$ cat src/rtl/i2c_pkg.sv
// i2c_pkg -- shared types and constants for the I2C register-access master.
//   state_t        : controller states, one per bus slot type
//   PH0..PH3       : quarter-slot phase encodings (SCL low in PH0/PH1, high in PH2/PH3)
//   DEFAULT_DEV_ID : default target ID
//   i2c_req_t      : transaction captured when start is accepted
package i2c_pkg;

   typedef enum logic [3:0] {
      IDLE, START, ADDR, ACK1, REG, ACK2, WDATA, ACK3, RDATA, MNACK, STOP, DONE
   } state_t;

   localparam logic [1:0] PH0 = 2'd0;
   localparam logic [1:0] PH1 = 2'd1;
   localparam logic [1:0] PH2 = 2'd2;
   localparam logic [1:0] PH3 = 2'd3;

   localparam logic [6:0] DEFAULT_DEV_ID = 7'h05;

   typedef struct packed {
      logic       rw;
      logic [6:0] dev_addr;
      logic [7:0] reg_addr;
      logic [7:0] wdata;
   } i2c_req_t;

endpackage

$ cat src/rtl/i2c_phase_timer.sv
// i2c_phase_timer -- splits a bit slot into four phases of QUARTER clocks.
//   CLK, Reset : clock, async active-low reset
//   clr        : restart at phase 0, count 0 (asserted on every state entry)
//   phase      : current quarter within the slot
//   tick       : last clock of the current quarter
module i2c_phase_timer #(
   parameter int unsigned QUARTER = 31
) (
   input  logic       CLK,
   input  logic       Reset,
   input  logic       clr,
   output logic [1:0] phase,
   output logic       tick
);

   localparam int unsigned CW = (QUARTER > 1) ? $clog2(QUARTER) : 1;

   logic [CW-1:0] cnt;

   assign tick = (cnt == CW'(QUARTER - 1));

   always_ff @(posedge CLK or negedge Reset) begin
      if (!Reset) begin
         cnt   <= '0;
         phase <= 2'd0;
      end else if (clr) begin
         cnt   <= '0;
         phase <= 2'd0;
      end else if (tick) begin
         cnt   <= '0;
         phase <= phase + 2'd1;   // wraps 3 -> 0 into the next slot
      end else begin
         cnt   <= cnt + 1'b1;
      end
   end

endmodule

$ cat src/rtl/i2c_master_ctrl.sv
// i2c_master_ctrl -- single-register I2C write/read master (no repeated START).
//   CLK, Reset         : clock, async active-low reset (aborts without STOP)
//   start, rw          : request (sampled in IDLE only), 1 = read
//   dev_addr, reg_addr : target ID and register
//   wdata              : write data
//   iSDA               : sampled SDA line
//   SCL, SDA_oe        : bus clock, open-drain SDA pull-down enable
//   busy, done         : in progress, one-cycle completion pulse
//   ack_err            : sticky NACK flag, cleared when a new start is accepted
//   rdata              : read result, updated only on the 8th data sample
module i2c_master_ctrl
   import i2c_pkg::*;
#(
   parameter int unsigned QUARTER = 31,
   parameter logic [6:0]  DEV_ID  = DEFAULT_DEV_ID
) (
   input  logic       CLK,
   input  logic       Reset,
   input  logic       start,
   input  logic       rw,
   input  logic [6:0] dev_addr,
   input  logic [7:0] reg_addr,
   input  logic [7:0] wdata,
   input  logic       iSDA,
   output logic       SCL,
   output logic       SDA_oe,
   output logic       busy,
   output logic       done,
   output logic       ack_err,
   output logic [7:0] rdata
);

   if (DEV_ID == 7'h00) begin : g_bad_id
      $error("DEV_ID 7'h00 is the general-call address");
   end

   state_t     state_q, state_n;
   i2c_req_t   req_q;
   logic [1:0] phase;
   logic       tick, tmr_clr, slot_end, sample_pt, last_bit, accept;
   logic [2:0] bit_cnt;
   logic [6:0] rx_sh;
   logic [7:0] tx_byte;

   // Held clear in IDLE so START always begins at phase 0, count 0.
   assign tmr_clr   = (state_q == IDLE) || (state_n != state_q);
   assign slot_end  = tick && (phase == PH3);
   assign sample_pt = tick && (phase == PH2);
   assign last_bit  = (bit_cnt == 3'd7);
   assign accept    = (state_q == IDLE) && start;

   i2c_phase_timer #(.QUARTER(QUARTER)) u_timer (
      .CLK   (CLK),
      .Reset (Reset),
      .clr   (tmr_clr),
      .phase (phase),
      .tick  (tick)
   );

   // ---- state register ----
   always_ff @(posedge CLK or negedge Reset) begin
      if (!Reset) state_q <= IDLE;
      else        state_q <= state_n;
   end

   // ---- next state ----
   always_comb begin
      state_n = state_q;
      case (state_q)
         IDLE:  if (start) state_n = START;
         START: if (slot_end) state_n = ADDR;
         ADDR:  if (slot_end && last_bit) state_n = ACK1;
         // ack_err was captured at this slot's sample point
         ACK1:  if (slot_end) state_n = ack_err ? STOP : REG;
         REG:   if (slot_end && last_bit) state_n = ACK2;
         ACK2:  if (slot_end) state_n = ack_err ? STOP : (req_q.rw ? RDATA : WDATA);
         WDATA: if (slot_end && last_bit) state_n = ACK3;
         ACK3:  if (slot_end) state_n = STOP;
         RDATA: if (slot_end && last_bit) state_n = MNACK;
         MNACK: if (slot_end) state_n = STOP;
         STOP:  if (slot_end) state_n = DONE;
         DONE:  state_n = IDLE;
         default: state_n = IDLE;
      endcase
   end

   // ---- bit counter: restarts on every state entry ----
   always_ff @(posedge CLK or negedge Reset) begin
      if (!Reset)        bit_cnt <= 3'd0;
      else if (tmr_clr)  bit_cnt <= 3'd0;
      else if (slot_end) bit_cnt <= bit_cnt + 3'd1;
   end

   // ---- request latch, ack tracking, read shifter ----
   always_ff @(posedge CLK or negedge Reset) begin
      if (!Reset) begin
         req_q   <= '0;
         ack_err <= 1'b0;
         rx_sh   <= 7'd0;
         rdata   <= 8'h00;
      end else begin
         if (accept) begin
            req_q.rw       <= rw;
            req_q.dev_addr <= dev_addr;
            req_q.reg_addr <= reg_addr;
            req_q.wdata    <= wdata;
            ack_err        <= 1'b0;
         end
         if (sample_pt && (state_q inside {ACK1, ACK2, ACK3}) && iSDA)
            ack_err <= 1'b1;
         if (sample_pt && (state_q == RDATA)) begin
            rx_sh <= {rx_sh[5:0], iSDA};
            if (last_bit) rdata <= {rx_sh, iSDA};
         end
      end
   end

   always_comb begin
      case (state_q)
         ADDR:    tx_byte = {req_q.dev_addr, req_q.rw};
         REG:     tx_byte = req_q.reg_addr;
         default: tx_byte = req_q.wdata;
      endcase
   end

   // ---- outputs ----
   // Data bits only move with bit_cnt/state, i.e. at phase-0 entry while SCL
   // falls; START and STOP are the only slots that move SDA with SCL high.
   always_comb begin
      SCL    = 1'b1;
      SDA_oe = 1'b0;
      busy   = (state_q != IDLE) && (state_q != DONE);
      done   = (state_q == DONE);
      case (state_q)
         START: SDA_oe = phase[1];
         ADDR, REG, WDATA: begin
            SCL    = phase[1];
            SDA_oe = ~tx_byte[~bit_cnt];      // MSB first
         end
         ACK1, ACK2, ACK3, RDATA, MNACK: SCL = phase[1];
         STOP: begin
            SCL    = (phase != PH0);
            SDA_oe = ~phase[1];
         end
         default: ;
      endcase
   end

endmodule

$ cat config.mk
export PLATFORM = sky130hd
export DESIGN_NAME = i2c_master_ctrl
export DESIGN_NICKNAME = d
export VERILOG_FILES = /design/src/rtl/i2c_pkg.sv /design/src/rtl/i2c_phase_timer.sv /design/src/rtl/i2c_master_ctrl.sv
export SDC_FILE = /design/constraint.sdc
export NUM_CORES = 1
export LEC_CHECK = 0
export BUFFER_PORTS_ARGS = -buffer_cell sky130_fd_sc_hd__clkbuf_2
export CORE_MARGIN = 2
export CORE_UTILIZATION = 35
export DETAILED_ROUTE_END_ITERATION = 6
export GPL_ROUTABILITY_DRIVEN = 0
export MAX_ROUTING_LAYER = met4
export PLACE_DENSITY = 0.65
export SKIP_CTS_REPAIR_TIMING = 1
export SYNTH_ARGS = -nofsm -noshare
export SYNTH_HDL_FRONTEND = slang
export SYNTH_SLANG_ARGS = --single-unit
$ cat constraint.sdc
create_clock -name CLK -period 4.25 [get_ports CLK]
set_input_delay 0.425 -clock CLK [delete_from_list [all_inputs] [get_ports CLK]]
set_output_delay 0.425 -clock CLK [all_outputs]
set_load 0.01 [all_outputs]
==> results.tsv <==
metric	value	unit
fin_skew	0.00742	ns
finalHoldViolations	0	
yosys_warnings	0	
initialDrtViolationCount	121	
synth_cells	245	
placed_cells	376	
power.internal	702	uW
slowest_delay	0.82	ns
critical_path.endpoint_type	output pin	
grt_first_pass_wirelength	9600	um
drt_drc_violations_left	0	
grt_start_max_net_pins	55	
timing_max_transition_violations_final	0	
die_area	0.00864	mm2
routed-via-count	2015	
clockPowerShare	0.388	
synth.ff_latch_count	54	
utilization	0.410	
worst-slew-pin-transition	0.727	ns
crit-reg2reg-launch	state_q[1]$_DFF_PN0_	
synth-edff-count	0	
insertedDiodeCount	0	
cell_class_contributing_the_biggest_share_of_worst_path_delay	flip-flops	
htree_levels	2	
worst-r2r-setup-slack	1.74	ns
worstSkewPairLatency	0.31	ns
timing.critical_path.from_type	flip-flop	
cts_root_buf	sky130_fd_sc_hd__clkbuf_8	
cp_slowest_cell	sky130_fd_sc_hd__dfrtp_1	
numCtsBuffers	5	
worst-path-max-fanout	24	
worstSetupStartpoint	state_q[2]$_DFF_PN0_	
final_layout_size_suffix_gt1_frac	0.344	
power.sequential.fraction	0.581	
clk_pin_slew	0.10	ns
vdd_drop_max	0.000129	V
fin_cells	384	
synth.cell_area	0.00277	mm2
port_buffers	40	
switching_share	0.209	
cp_cell_sequence	nor4b_2 -> a221oi_1 -> a31oi_1 -> o2111a_1 -> o32ai_1 -> clkbuf_2	
core.rowCount	32	
min-delay-path-class	in -> async	
nets	316	
hold_ws	0.232	ns
min_period_over_period	0.723	
power.leakage	0.00151	uW
cts_tree	yes	
synth_top_flop_cell	sky130_fd_sc_hd__dfrtp_1	
dp_worst_setup_slack	1.51	ns
die_y	93.0	um
syn_nets	280	
cp_num_buf_inv	1	
postSynth.asyncResetShare	1.00	
wl_per_cell	14.8	um
endpoint_of_the_worst_setup_timing_path	SDA_oe	
syn_area_per_cell	11.3	um2
crit_arrival	2.65	ns
first_pass_iters	4	
globalRoute.totalOverflow	0	
antenna_found_initial	0	
r2r-end	bit_cnt[0]$_DFFE_PN0P_	
die-width	93.0	um
power.switching	186	uW
max_buffers_root_to_sink	2	
dp_hpwl	4010	um
cts_num_sinks	54	
cp.depth	6	
proportion_of_synthesized_chip_area_in_sequential_cells	0.488	
floorplan.io_pins	41	
core_footprint	0.00769	mm2
grt_setup_unrepaired	false	
final.setup.worst_slack	1.18	ns
wirelength	5670	um
drtAntennaViolNets	0	
fmax	326	MHz
grt.total_usage	0.144	
initial_core_util	0.360	
worst_slew_margin_rel	0.515	
tns_setup	0	ns
synth.lib_cells_used.distinct	50	
area.growth.synth_to_final	13.9	%
critical_path_class	reg -> out	
setup_violations	0	
worstRegToRegCells	5	
grt_pass1_vias	1936	
power.share.combinational	0.031	
status	complete, no violations	
avgViaCountPerCell	5.25	
power-per-cell-area	281	mW/mm2
finalWorstPathRequiredPeriod	3.07	ns
required	3.83	ns
timing.max_cap.violations	0	
logic make-up after synthesis:
kind of cell             synth area share
AO/OA/AOI/OAI                       0.141
multiplexers                        0.165
flip-flops                          0.488
buffers and inverters              0.0397
XOR/XNOR                           0.0126
adder cells (fa/ha/maj)            0.0316
AND/OR/NAND/NOR                     0.122
metal layers:
layer  wire length (um)  share of wire  track usage
met2               2600           0.46        0.207
met5                  0              0            -
met1               2750           0.48        0.204
met3                231          0.041       0.0301
met4                 92          0.016       0.0466
flip-flops by register name (all words and copies together) (netlist names):
signal / count
rdata: 8
u_timer.phase: 2
bit_cnt: 3
ack_err: 1
req_q: 24
state_q: 4
u_timer.cnt: 5
rx_sh: 7
cell type report:
cell class	count	area [um2]
Tap cell	102	128
Clock inverter	2	37.5
Timing Repair Buffer	41	208
Inverter	13	48.8
Fill cell	760	4530
Clock buffer	6	72.6
Multi-Input combinational cell	166	1310
Sequential cell	54	1350
metrics by stage:
step	total power [uW]	cell area (um2)
after CTS	902	3150
after global routing	926	3150
after floorplan	529	2770
after detailed placement	554	3040
final	888	3150
after global placement	554	3040
how the worst min path moves through the flow:
stage,from,to,cells past startpoint
after floorplan,Reset,ack_err$_DFFE_PN0P_,0
after global routing,Reset,rdata[3]$_DFFE_PN0P_,2
after detailed placement,req_q[3]$_DFFE_PN0P_,req_q[3]$_DFFE_PN0P_,1
after global placement,u_timer.cnt[0]$_DFF_PN0_,u_timer.cnt[0]$_DFF_PN0_,1
final,Reset,rdata[3]$_DFFE_PN0P_,2
after CTS,Reset,rdata[0]$_DFFE_PN0P_,2
cells in the mapped netlist, types with 2 or more instances:
cell type	number	share of area
sky130_fd_sc_hd__nand3_1	6	0.011
sky130_fd_sc_hd__nor3_1	6	0.011
sky130_fd_sc_hd__o41ai_1	3	0.0095
sky130_fd_sc_hd__a31oi_1	2	0.0045
sky130_fd_sc_hd__o32ai_1	2	0.0063
sky130_fd_sc_hd__nor4_1	3	0.0068
sky130_fd_sc_hd__a221oi_1	5	0.016
sky130_fd_sc_hd__ha_1	7	0.032
sky130_fd_sc_hd__nor2_1	13	0.018
sky130_fd_sc_hd__xnor2_1	2	0.0063
sky130_fd_sc_hd__nand2b_1	4	0.0090
sky130_fd_sc_hd__a22oi_1	2	0.0054
sky130_fd_sc_hd__a211o_1	3	0.0095
sky130_fd_sc_hd__inv_1	13	0.018
sky130_fd_sc_hd__a21o_1	3	0.0081
sky130_fd_sc_hd__nor2_2	2	0.0045
sky130_fd_sc_hd__o211ai_1	2	0.0054
sky130_fd_sc_hd__buf_2	4	0.0072
sky130_fd_sc_hd__a21oi_1	12	0.022
sky130_fd_sc_hd__mux2_4	5	0.027
sky130_fd_sc_hd__nor4b_2	2	0.011
sky130_fd_sc_hd__nand4_1	2	0.0045
sky130_fd_sc_hd__xor2_1	2	0.0063
sky130_fd_sc_hd__o21ai_0	3	0.0054
sky130_fd_sc_hd__nand2_1	20	0.027
sky130_fd_sc_hd__a22o_1	3	0.0095
sky130_fd_sc_hd__mux2_2	33	0.13
sky130_fd_sc_hd__clkbuf_1	5	0.0068
sky130_fd_sc_hd__dfrtp_1	54	0.49
sky130_fd_sc_hd__o22ai_1	2	0.0045
power groups by stage:
stage / clock [uW] / combinational [uW] / sequential, uW
floorplan: 0 / 2.73 / 526
global placement: 0 / 28.0 / 526
detailed placement: 0 / 28.7 / 526
CTS: 358 / 28.9 / 516
global route: 379 / 31.7 / 516
finish: 345 / 27.3 / 515
placed cells by master (no fill, tap or decap), types with 3 or more instances in the layout:
master,synthesis,routed
sky130_fd_sc_hd__mux2_2,33,33
sky130_fd_sc_hd__clkbuf_2,0,40
sky130_fd_sc_hd__o21ai_0,3,3
sky130_fd_sc_hd__clkbuf_8,0,5
sky130_fd_sc_hd__mux2_4,5,5
sky130_fd_sc_hd__inv_1,13,13
sky130_fd_sc_hd__nor4_1,3,3
sky130_fd_sc_hd__nor3_1,6,6
sky130_fd_sc_hd__o41ai_1,3,3
sky130_fd_sc_hd__a221oi_1,5,5
sky130_fd_sc_hd__nand3_1,6,6
sky130_fd_sc_hd__a21o_1,3,3
sky130_fd_sc_hd__nand2_1,20,20
sky130_fd_sc_hd__ha_1,7,7
sky130_fd_sc_hd__a211o_1,3,3
sky130_fd_sc_hd__a21oi_1,12,12
sky130_fd_sc_hd__dfrtp_1,54,54
sky130_fd_sc_hd__a22o_1,3,3
sky130_fd_sc_hd__nor2_1,13,13
sky130_fd_sc_hd__nand2b_1,4,4
(Power assumes the default switching activity.)
